$ cat config.mk
export PLATFORM = sky130hd
export DESIGN_NAME = sa_result_writeback_flat
export DESIGN_NICKNAME = d
export VERILOG_FILES = /design/src/rtl/sa_result_writeback_if.sv /design/src/rtl/sa_result_writeback.sv /design/src/flat_wrapper.sv
export SDC_FILE = /design/constraint.sdc
export NUM_CORES = 1
export LEC_CHECK = 0
export ABC_CLOCK_PERIOD_IN_PS = 15530
export CAP_MARGIN = 20
export CORE_UTILIZATION = 31
export CTS_CLUSTER_DIAMETER = 150
export CTS_CLUSTER_SIZE = 20
export DETAILED_ROUTE_END_ITERATION = 8
export GPL_TIMING_DRIVEN = 0
export HOLD_SLACK_MARGIN = 0.08
export PLACE_DENSITY = 0.48
export SYNTH_ARGS = -nofsm -noshare
export SYNTH_HDL_FRONTEND = slang
export SYNTH_SLANG_ARGS = --single-unit
$ cat constraint.sdc
create_clock -name clk -period 15.53 [get_ports clk]
set_input_delay 2.3295 -clock clk [delete_from_list [all_inputs] [get_ports clk]]
set_output_delay 2.3295 -clock clk [all_outputs]
set_load 0.02 [all_outputs]
$ cat src/rtl/sa_result_writeback_if.sv
// Write-side bus from the result writeback stage to the output SRAM writer.
//   wr_valid : beat valid (master -> slave)
//   wr_ready : beat accepted (slave -> master)
//   wr_addr  : SRAM word address of the beat
//   wr_data  : one packed result row
//   wr_last  : final row of a tile
interface sa_result_writeback_if #(
    parameter int unsigned ADDR_W = 12,
    parameter int unsigned DATA_W = 32
);
    logic              wr_valid;
    logic              wr_ready;
    logic [ADDR_W-1:0] wr_addr;
    logic [DATA_W-1:0] wr_data;
    logic              wr_last;

    modport master (
        output wr_valid,
        output wr_addr,
        output wr_data,
        output wr_last,
        input  wr_ready
    );

    modport slave (
        input  wr_valid,
        input  wr_addr,
        input  wr_data,
        input  wr_last,
        output wr_ready
    );
endinterface

$ cat src/rtl/sa_result_writeback.sv
// Result writeback stage for the systolic array. Captures a saturated int8 result tile when
// res_valid pulses and streams it one row per beat to the SRAM writer, generating row addresses
// from the base/stride sampled with the tile. Two tile slots form a FIFO so the next tile can be
// accepted while the current one drains.
//   clk, reset_n        : clock, asynchronous active-low reset
//   res_valid/res_ready : tile capture handshake; res_in is the tile, res_base_addr and
//                         res_row_stride give the row address pattern
//   wr                  : write bus (master side)
//   tile_done           : one-cycle pulse after the last row of a tile is accepted
//   overrun/clr_overrun : sticky dropped-tile flag and its synchronous clear
module sa_result_writeback #(
    parameter int unsigned BM_NUM = 4,
    parameter int unsigned BN_NUM = 4,
    parameter int unsigned BW_ACT = 8,
    parameter int unsigned ADDR_W = 12
) (
    input  logic                     clk,
    input  logic                     reset_n,
    input  logic                     res_valid,
    input  logic signed [BW_ACT-1:0] res_in [BM_NUM][BN_NUM],
    input  logic        [ADDR_W-1:0] res_base_addr,
    input  logic        [ADDR_W-1:0] res_row_stride,
    output logic                     res_ready,
    sa_result_writeback_if.master    wr,
    output logic                     tile_done,
    output logic                     overrun,
    input  logic                     clr_overrun
);
    localparam int unsigned RowW  = (BM_NUM > 1) ? $clog2(BM_NUM) : 1;
    localparam int unsigned DataW = BN_NUM * BW_ACT;
    localparam logic [RowW-1:0] LastRow = RowW'(BM_NUM - 1);

    typedef enum logic {StIdle, StDrain} state_e;

    state_e            state_q, state_d;
    logic [1:0]        count_q, count_d;
    logic              head_q, head_d;
    logic [RowW-1:0]   row_q, row_d;
    logic              tile_done_q;
    logic              overrun_q, overrun_d;

    logic [DataW-1:0]  slot_data_q   [2][BM_NUM];
    logic [ADDR_W-1:0] slot_base_q   [2];
    logic [ADDR_W-1:0] slot_stride_q [2];

    logic [DataW-1:0]  res_packed [BM_NUM];
    logic              valid, last, hs, pop, push, drop, tail;

    // Element j of a row lands in bits [(j+1)*BW_ACT-1 : j*BW_ACT].
    always_comb begin
        for (int r = 0; r < BM_NUM; r++) begin
            res_packed[r] = '0;
            for (int j = 0; j < BN_NUM; j++) begin
                res_packed[r][j*BW_ACT +: BW_ACT] = res_in[r][j];
            end
        end
    end

    always_comb begin
        // StDrain is held exactly while count_q != 0.
        valid = (state_q == StDrain);
        last  = (row_q == LastRow);

        // Outputs read zero when idle so nothing stale is presented.
        wr.wr_valid = valid;
        wr.wr_last  = valid & last;
        wr.wr_addr  = '0;
        wr.wr_data  = '0;
        if (valid) begin
            wr.wr_addr = slot_base_q[head_q] + ADDR_W'(row_q) * slot_stride_q[head_q];
            wr.wr_data = slot_data_q[head_q][row_q];
        end

        hs  = valid & wr.wr_ready;
        pop = hs & last;

        // A full FIFO still accepts when the head slot retires in this same cycle.
        res_ready = (count_q < 2'd2) | ((count_q == 2'd2) & pop);
        push      = res_valid & res_ready;
        drop      = res_valid & ~res_ready;

        // Next free slot; with count 2 and a pop this is the slot being vacated.
        tail = head_q ^ count_q[0];

        count_d = count_q + {1'b0, push} - {1'b0, pop};
        head_d  = head_q ^ pop;

        row_d = row_q;
        if (hs) begin
            row_d = last ? '0 : row_q + 1'b1;
        end

        // Drop wins over a coincident clear.
        overrun_d = drop | (overrun_q & ~clr_overrun);

        state_d = state_q;
        unique case (state_q)
            StIdle:  if (push) state_d = StDrain;
            StDrain: if (count_d == 2'd0) state_d = StIdle;
            default: state_d = StIdle;
        endcase
    end

    always_ff @(posedge clk or negedge reset_n) begin
        if (!reset_n) begin
            state_q     <= StIdle;
            count_q     <= 2'd0;
            head_q      <= 1'b0;
            row_q       <= '0;
            tile_done_q <= 1'b0;
            overrun_q   <= 1'b0;
        end else begin
            state_q     <= state_d;
            count_q     <= count_d;
            head_q      <= head_d;
            row_q       <= row_d;
            tile_done_q <= pop;
            overrun_q   <= overrun_d;
        end
    end

    // Slot payload needs no reset: it is only visible while its slot is occupied.
    always_ff @(posedge clk) begin
        if (push) begin
            slot_data_q[tail]   <= res_packed;
            slot_base_q[tail]   <= res_base_addr;
            slot_stride_q[tail] <= res_row_stride;
        end
    end

    assign tile_done = tile_done_q;
    assign overrun   = overrun_q;
endmodule

$ cat src/flat_wrapper.sv
// flat-port wrapper written by rule: the top's interface ports become plain ports
module sa_result_writeback_flat 
#(
    parameter int unsigned BM_NUM = 4,
    parameter int unsigned BN_NUM = 4,
    parameter int unsigned BW_ACT = 8,
    parameter int unsigned ADDR_W = 12
)
  (clk, reset_n, res_valid, res_in, res_base_addr, res_row_stride, res_ready, tile_done, overrun, clr_overrun, wr_wr_valid, wr_wr_addr, wr_wr_data, wr_wr_last, wr_wr_ready);
  sa_result_writeback_if #(.ADDR_W(ADDR_W), .DATA_W(32)) wr_i ();
  input  logic clk;
  input  logic reset_n;
  input  logic res_valid;
  input  logic signed [BW_ACT-1:0] res_in[BM_NUM][BN_NUM];
  input  logic        [ADDR_W-1:0] res_base_addr;
  input  logic        [ADDR_W-1:0] res_row_stride;
  output logic res_ready;
  output logic tile_done;
  output logic overrun;
  input  logic clr_overrun;
  output wire logic [$bits(wr_i.wr_valid)-1:0] wr_wr_valid;
  output wire logic [$bits(wr_i.wr_addr)-1:0] wr_wr_addr;
  output wire logic [$bits(wr_i.wr_data)-1:0] wr_wr_data;
  output wire logic [$bits(wr_i.wr_last)-1:0] wr_wr_last;
  input wire logic [$bits(wr_i.wr_ready)-1:0] wr_wr_ready;
  assign wr_wr_valid = wr_i.wr_valid;
  assign wr_wr_addr = wr_i.wr_addr;
  assign wr_wr_data = wr_i.wr_data;
  assign wr_wr_last = wr_i.wr_last;
  assign wr_i.wr_ready = wr_wr_ready;
  sa_result_writeback #(.BM_NUM(BM_NUM), .BN_NUM(BN_NUM), .BW_ACT(BW_ACT), .ADDR_W(ADDR_W)) u_core (.clk(clk), .reset_n(reset_n), .res_valid(res_valid), .res_in(res_in), .res_base_addr(res_base_addr), .res_row_stride(res_row_stride), .res_ready(res_ready), .wr(wr_i), .tile_done(tile_done), .overrun(overrun), .clr_overrun(clr_overrun));
endmodule
Word level (Yosys, flattened, before mapping)
Memories as Yosys holds them, arrays and structs flattened.
Index checks and enable logic that the tools add are counted.
- multiply operators: 1
- eq/ne operators: 2
- bitwise logic cells: 15
- muxes and demuxes: 10
- reductions and logical operators: 1
- $add $sub $neg: 4
- $lt $le $gt $ge: 2
- operator list (kind ; count):
    $mux W32 ; 3
    $bmux W32 S2 ; 1
    $add A12 B12 Y12 ; 1
    $mul A2 B12 Y12 ; 1
    $mux W12 ; 1
    $and A1 B1 Y1 ; 7
    $eq A2 B2 Y1 const B ; 2
    $ge A3 B3 Y1 const B ; 1
    $mux W1 ; 3
    $not A1 Y1 ; 3
    $not A2 Y3 ; 1
    $add A2 B1 Y2 ; 1
    $add A2 B1 Y2 const B ; 1
    $logic_not A2 Y1 ; 1
    $lt A2 B2 Y1 const B ; 1
    $mux W2 ; 1
    $or A1 B1 Y1 ; 2
    $pmux W1 S2 ; 1
    $sub A2 B1 Y2 ; 1
    $xor A1 B1 Y1 ; 2
- word-level logic and storage cells: 44
- memory bits (writable): 304
- memories kept: 3
- register bits: 8
- memory list (name ; words ; width ; read ports ; clocked after memory_dff ; wr ports ; RTL line ; source):
    u_core.slot_data_q ; 2 ; 128 ; 1 ; 0 ; 1 ; sa_result_writeback.sv:42 ; logic [DataW-1:0] slot_data_q [2][BM_NUM];
    u_core.slot_base_q ; 2 ; 12 ; 1 ; 0 ; 1 ; sa_result_writeback.sv:43 ; logic [ADDR_W-1:0] slot_base_q [2];
    u_core.slot_stride_q ; 2 ; 12 ; 1 ; 0 ; 1 ; sa_result_writeback.sv:44 ; logic [ADDR_W-1:0] slot_stride_q [2];

Logic depth before layout (Yosys ltp)
- depth after elaboration: 10
- gate-level depth with buffers: 16
- depth with buffers taken out: 12

Worst setup path after synthesis
No wires, ideal clock.
- path type: in2reg
- start point: input wr_wr_ready
- end point: memory u_core.slot_base_q[0][0], enable pin
- arrival time: 9.544 ns
- data required time: 14.865 ns
- stages on the path: 4
- slack: 5.321 ns
- setup time: 0.665 ns
- path buffers: 0
- cells stage by stage: nand2_1 > o21ai_0 > nand2_1 > nor2_1
- longest elaborated chain between the ends: 7
- RTL lines (element ; RTL line ; source):
    start, declared ; flat_wrapper.sv:25 ; input wire logic [$bits(wr_i.wr_ready)-1:0] wr_wr_ready;
    $and A1 B1 Y1 ; sa_result_writeback.sv:74 ; hs = valid & wr.wr_ready;
    $and A1 B1 Y1 ; sa_result_writeback.sv:75 ; pop = hs & last;
    $and A1 B1 Y1 ; sa_result_writeback.sv:78 ; res_ready = (count_q < 2'd2) | ((count_q == 2'd2) & pop);
    $or A1 B1 Y1 ; sa_result_writeback.sv:78 ;
    named net res_ready ; flat_wrapper.sv:17 ; output logic res_ready;
    $and A1 B1 Y1 ; sa_result_writeback.sv:79 ; push = res_valid & res_ready;
    $mux W1 ; sa_result_writeback.sv:124 ; if (push) begin
    $mux W1 (implied by the code) ; sa_result_writeback.sv:126 ; slot_base_q[tail] <= res_base_addr;
    end, declared ; sa_result_writeback.sv:43 ;
The timed path passes the listed nets, and every way through them passes these cells.

Final worst setup path
- start point: register u_core.row_q[0]
- end point: output wr_wr_addr[7]
- longest elaborated chain between the ends: 3
- RTL lines (element ; RTL line ; source):
    start, declared ; sa_result_writeback.sv:38 ; logic [RowW-1:0] row_q, row_d;
    start signal, assigned ; sa_result_writeback.sv:116 ; row_q <= row_d;
    $mul A2 B12 Y12 ; sa_result_writeback.sv:70 ; wr.wr_addr = slot_base_q[head_q] + ADDR_W'(row_q) * slot_stride_q[head_q];
    $add A12 B12 Y12 ; sa_result_writeback.sv:70 ;
    $mux W12 ; sa_result_writeback.sv:69 ; if (valid) begin
    end, declared ; flat_wrapper.sv:22 ; output wire logic [$bits(wr_i.wr_addr)-1:0] wr_wr_addr;
No other way between the ends.

==> results.yml <==
timing:
  rsz0062_at_grt: "false"
  min_period_ns: 7.55
  finalMaxSlewViolations: 0
  tightest_slew_ns: 0.874
  setup_tns_ns: 0
  clock_skew_ns: 0.0135
  finalSetupViolCount: 0
  final.period_utilization_pct: 48.6
  whs_ns: 0.493
  worst_slew_margin_rel_pct: 41.8
  fmax_mhz: 133
  hold_viol: 0
power_and_ir_drop:
  combPwrFrac_pct: 46.8
  ir_worst_vdd_v: 0.0000860
  p_seq_share_pct: 37.8
  p_switching_mw: 1.13
  swShare_pct: 35.3
  p_leak_nw: 5.42
  power_density_nw_per_um2: 199
  clockPowerShare_pct: 15.4
  internal_power_mw: 2.07
place:
  gp_congestion: 0.740
  placed_area_um2: 15600
  place_hpwl_mm: 20.1
  port_buffers: 205
logic_synthesis:
  ys_seq_area_share_pct: 73.5
  synth.top_cells.by_count: "304 x edfxtp_1, 64 x mux4_2, 44 x mux2i_1"
  async_flop_share_pct: 2.56
  yosysMostFrequentCell: "edfxtp_1"
  ys_ff_latch: 312
  synthFlopType: "edfxtp_1"
  synth_area_leaders: "edfxtp_1 72%, mux4_2 11%, mux2i_1 3.5%, fa_1 1.7%, dfrtp_1 1.6%"
  synth_nets: 826
  yosysTopAreaCell: "edfxtp_1"
  yosysWarningCount: 0
  syn_inst: 644
  synth_cell_type_count: 41
  avgSynthCellArea_um2: 19.7
  netlist_area_um2: 12700
  synth-edff-count: 304
  synth_top_area_share_pct: 71.9
critical_path:
  worstPathMaxFanout: 10
  endpoint_kind: "output port"
  crit_arrival_ns: 5.22
  cp-start-kind: "flip-flop"
  path_class: "reg -> out"
  crit_required_ns: 13.20
outcome:
  status: "completed"
clock_tree:
  h-tree-depth: 1
  cts_tree: "done"
  cts-resized-gates: 0
  cts-root-buf: "clkbuf_16"
  cts.hold.buffers_added: 0
  clock_path_buffers: 3
  clock_latency_ns: 0.52
  cts_setup_buffers: 0
  cts_sinks: 312
  cts_buffers: 19
  clk_pin_slew_worst_paths_ns: 0.09
global_routing:
  grt-ovfl-total: 0
  grt_usage_pct: 14.2
  grt_max_degree: 59
  antenna_found_initial: 8
  first_global_vias: 7188
  grt_pass1_wl_mm: 44.3
detailed_routing:
  postRouteAntennaNets: 0
  wl_met1_mm: 13.0
  wl_met2_mm: 13.8
  first_pass_iters: 4
  avgViaCountPerCell: 4.65
  drt_wl_total_mm: 29.2
  drcViolationCount: 0
  num_vias: 6562
  drt_iter0_markers: 355
  wl_per_cell_um: 20.7
  top_layer: "met5"
  wl_met3_mm: 1.90
floorplanning:
  num_rows: 73
  io_pins: 206
  initial_utilization_pct: 31.7
  die_area_um2: 41800
  coreArea_um2: 40100
  die_w_um: 204
  chipHeight_um: 204
cells_and_area:
  n_fill_cell: 3690
  drive_gt1_share_pct: 14.4
  final_area_um2: 16100
  fin_nets: 1060
  syn2layout_area_growth_pct: 27.0
hold_path:
  worstHoldPathType: "reg -> reg"
flow_run:
  cap_violations: 0
flip-flops by register name (all words and copies together) (netlist names):
register,flops
u_core.head_q,1
u_core.slot_data_q,256
u_core.count_q,2
u_core.slot_base_q,24
u_core.row_q,2
u_core.overrun,1
u_core.slot_stride_q,24
u_core.wr.wr_valid,1
u_core.tile_done,1
power by group through the flow:
stage	sequential [mW]	combinational, mW	clock [mW]
CTS	1.21	1.55	0.516
floorplan	1.27	0.957	0
global placement	1.32	1.50	0
global route	1.23	1.65	0.541
detailed placement	1.23	1.54	0
finish	1.21	1.50	0.493
logic make-up (layout without fill, tap and decap cells):
kind of cell,Yosys count,count (layout),synth area share [%]
compound gates,30,30,1.56
fa+ha+maj,25,25,3.11
simple gates,91,91,3.20
xor+xnor,9,9,0.729
other cells,0,3,0
buf+inv,56,296,1.98
mux,121,121,16.0
flops,312,312,73.5
through the flow:
stage / cells / worst slack, ns / util (%) / total power [mW]
2_1_floorplan: 644 / 5.32 / - / 2.22
3_3_place_gp: 1374 / 0.427 / 38.4 / 2.81
3_5_place_dp: 1382 / 8.40 / 38.9 / 2.78
4_1_cts: 1409 / 7.83 / 40.2 / 3.28
5_1_grt: 1409 / 7.55 / 40.2 / 3.43
6_report: 1412 / 7.98 / 40.2 / 3.20
layer usage:
layer | track usage [%] | vias to the layer above
met5 | 0 | -
met4 | 2.29 | 14
met3 | 4.13 | 39
met2 | 22.8 | 145
met1 | 19.2 | 3356
li1 | - | 3008
area by class of cell:
class	count	area, um^2	share of cell area (%)
buffer	29	150	0.931
clock buffer	25	498	3.09
inverter	27	101	0.628
timing repair buffer	213	2230	13.9
tap	525	657	4.07
multi-input combinational	276	3130	19.4
clock inverter	2	17.5	0.109
antenna	3	7.51	0.0465
sequential	312	9330	57.8
path summary, 6_finish.rpt:
| path | startpoint | to | slack, ns | depth (start not counted) |
|---|---|---|---|---|
| min in group asynchronous | reset_n | u_core.count_q[1]$_DFF_PN0_ | 2.09 | 1 |
| max | u_core.row_q[0]$_DFFE_PN0P_ | wr_wr_addr[7] | 7.98 | 16 |
| max reg2reg | u_core.head_q$_DFF_PN0_ | u_core.slot_data_q[1][43]$_DFFE_PP_ | 12.45 | 7 |
| min reg2reg | u_core.count_q[1]$_DFF_PN0_ | u_core.count_q[1]$_DFF_PN0_ | 0.49 | 1 |
| max in group asynchronous | reset_n | u_core.overrun$_DFF_PN0_ | 13.17 | 1 |
| min | u_core.count_q[1]$_DFF_PN0_ | u_core.count_q[1]$_DFF_PN0_ | 0.49 | 1 |
worst max-delay path: stages (launching register included):
cell             delay (ns)
dfrtp_1                0.36
clkbuf_1               0.27
buf_2                  0.39
buf_2                  0.40
buf_2                  0.33
nand2_1                0.11
fa_1                   0.46
inv_1                  0.06
ha_1                   0.15
inv_1                  0.06
fa_1                   0.44
nor2b_1                0.23
o31ai_1                0.13
a21boi_0               0.27
nor3_1                 0.07
nor3_1                 0.28
clkdlybuf4s50_1        0.68
layout by cell type (no fill, tap or decap), types with 2 or more instances in the layout:
cell type / netlist / routed
a21o_1: 4 / 4
nor3_1: 5 / 5
nand2_1: 25 / 25
o211ai_1: 2 / 2
xor2_1: 4 / 4
buf_6: 2 / 2
dfrtp_1: 8 / 8
mux2i_1: 44 / 44
clkbuf_16: 0 / 19
nor2_1: 40 / 39
and2_1: 4 / 4
o21a_1: 2 / 2
mux4_2: 64 / 64
a31oi_1: 2 / 2
buf_12: 0 / 5
xnor2_1: 4 / 4
edfxtp_1: 304 / 304
buf_4: 3 / 3
nor2b_1: 6 / 6
a21oi_1: 5 / 5
clkdlybuf4s50_1: 0 / 205
mux2_2: 13 / 13
clkbuf_1: 12 / 18
buf_2: 12 / 12
nand3_1: 4 / 4
ha_1: 14 / 14
inv_1: 26 / 26
fa_1: 11 / 11
buf_16: 0 / 3
o21ai_0: 7 / 7
inv_6: 0 / 2
diode_2: 0 / 3
and3_1: 3 / 2
No activity file was read; power rests on OpenSTA's default activity.
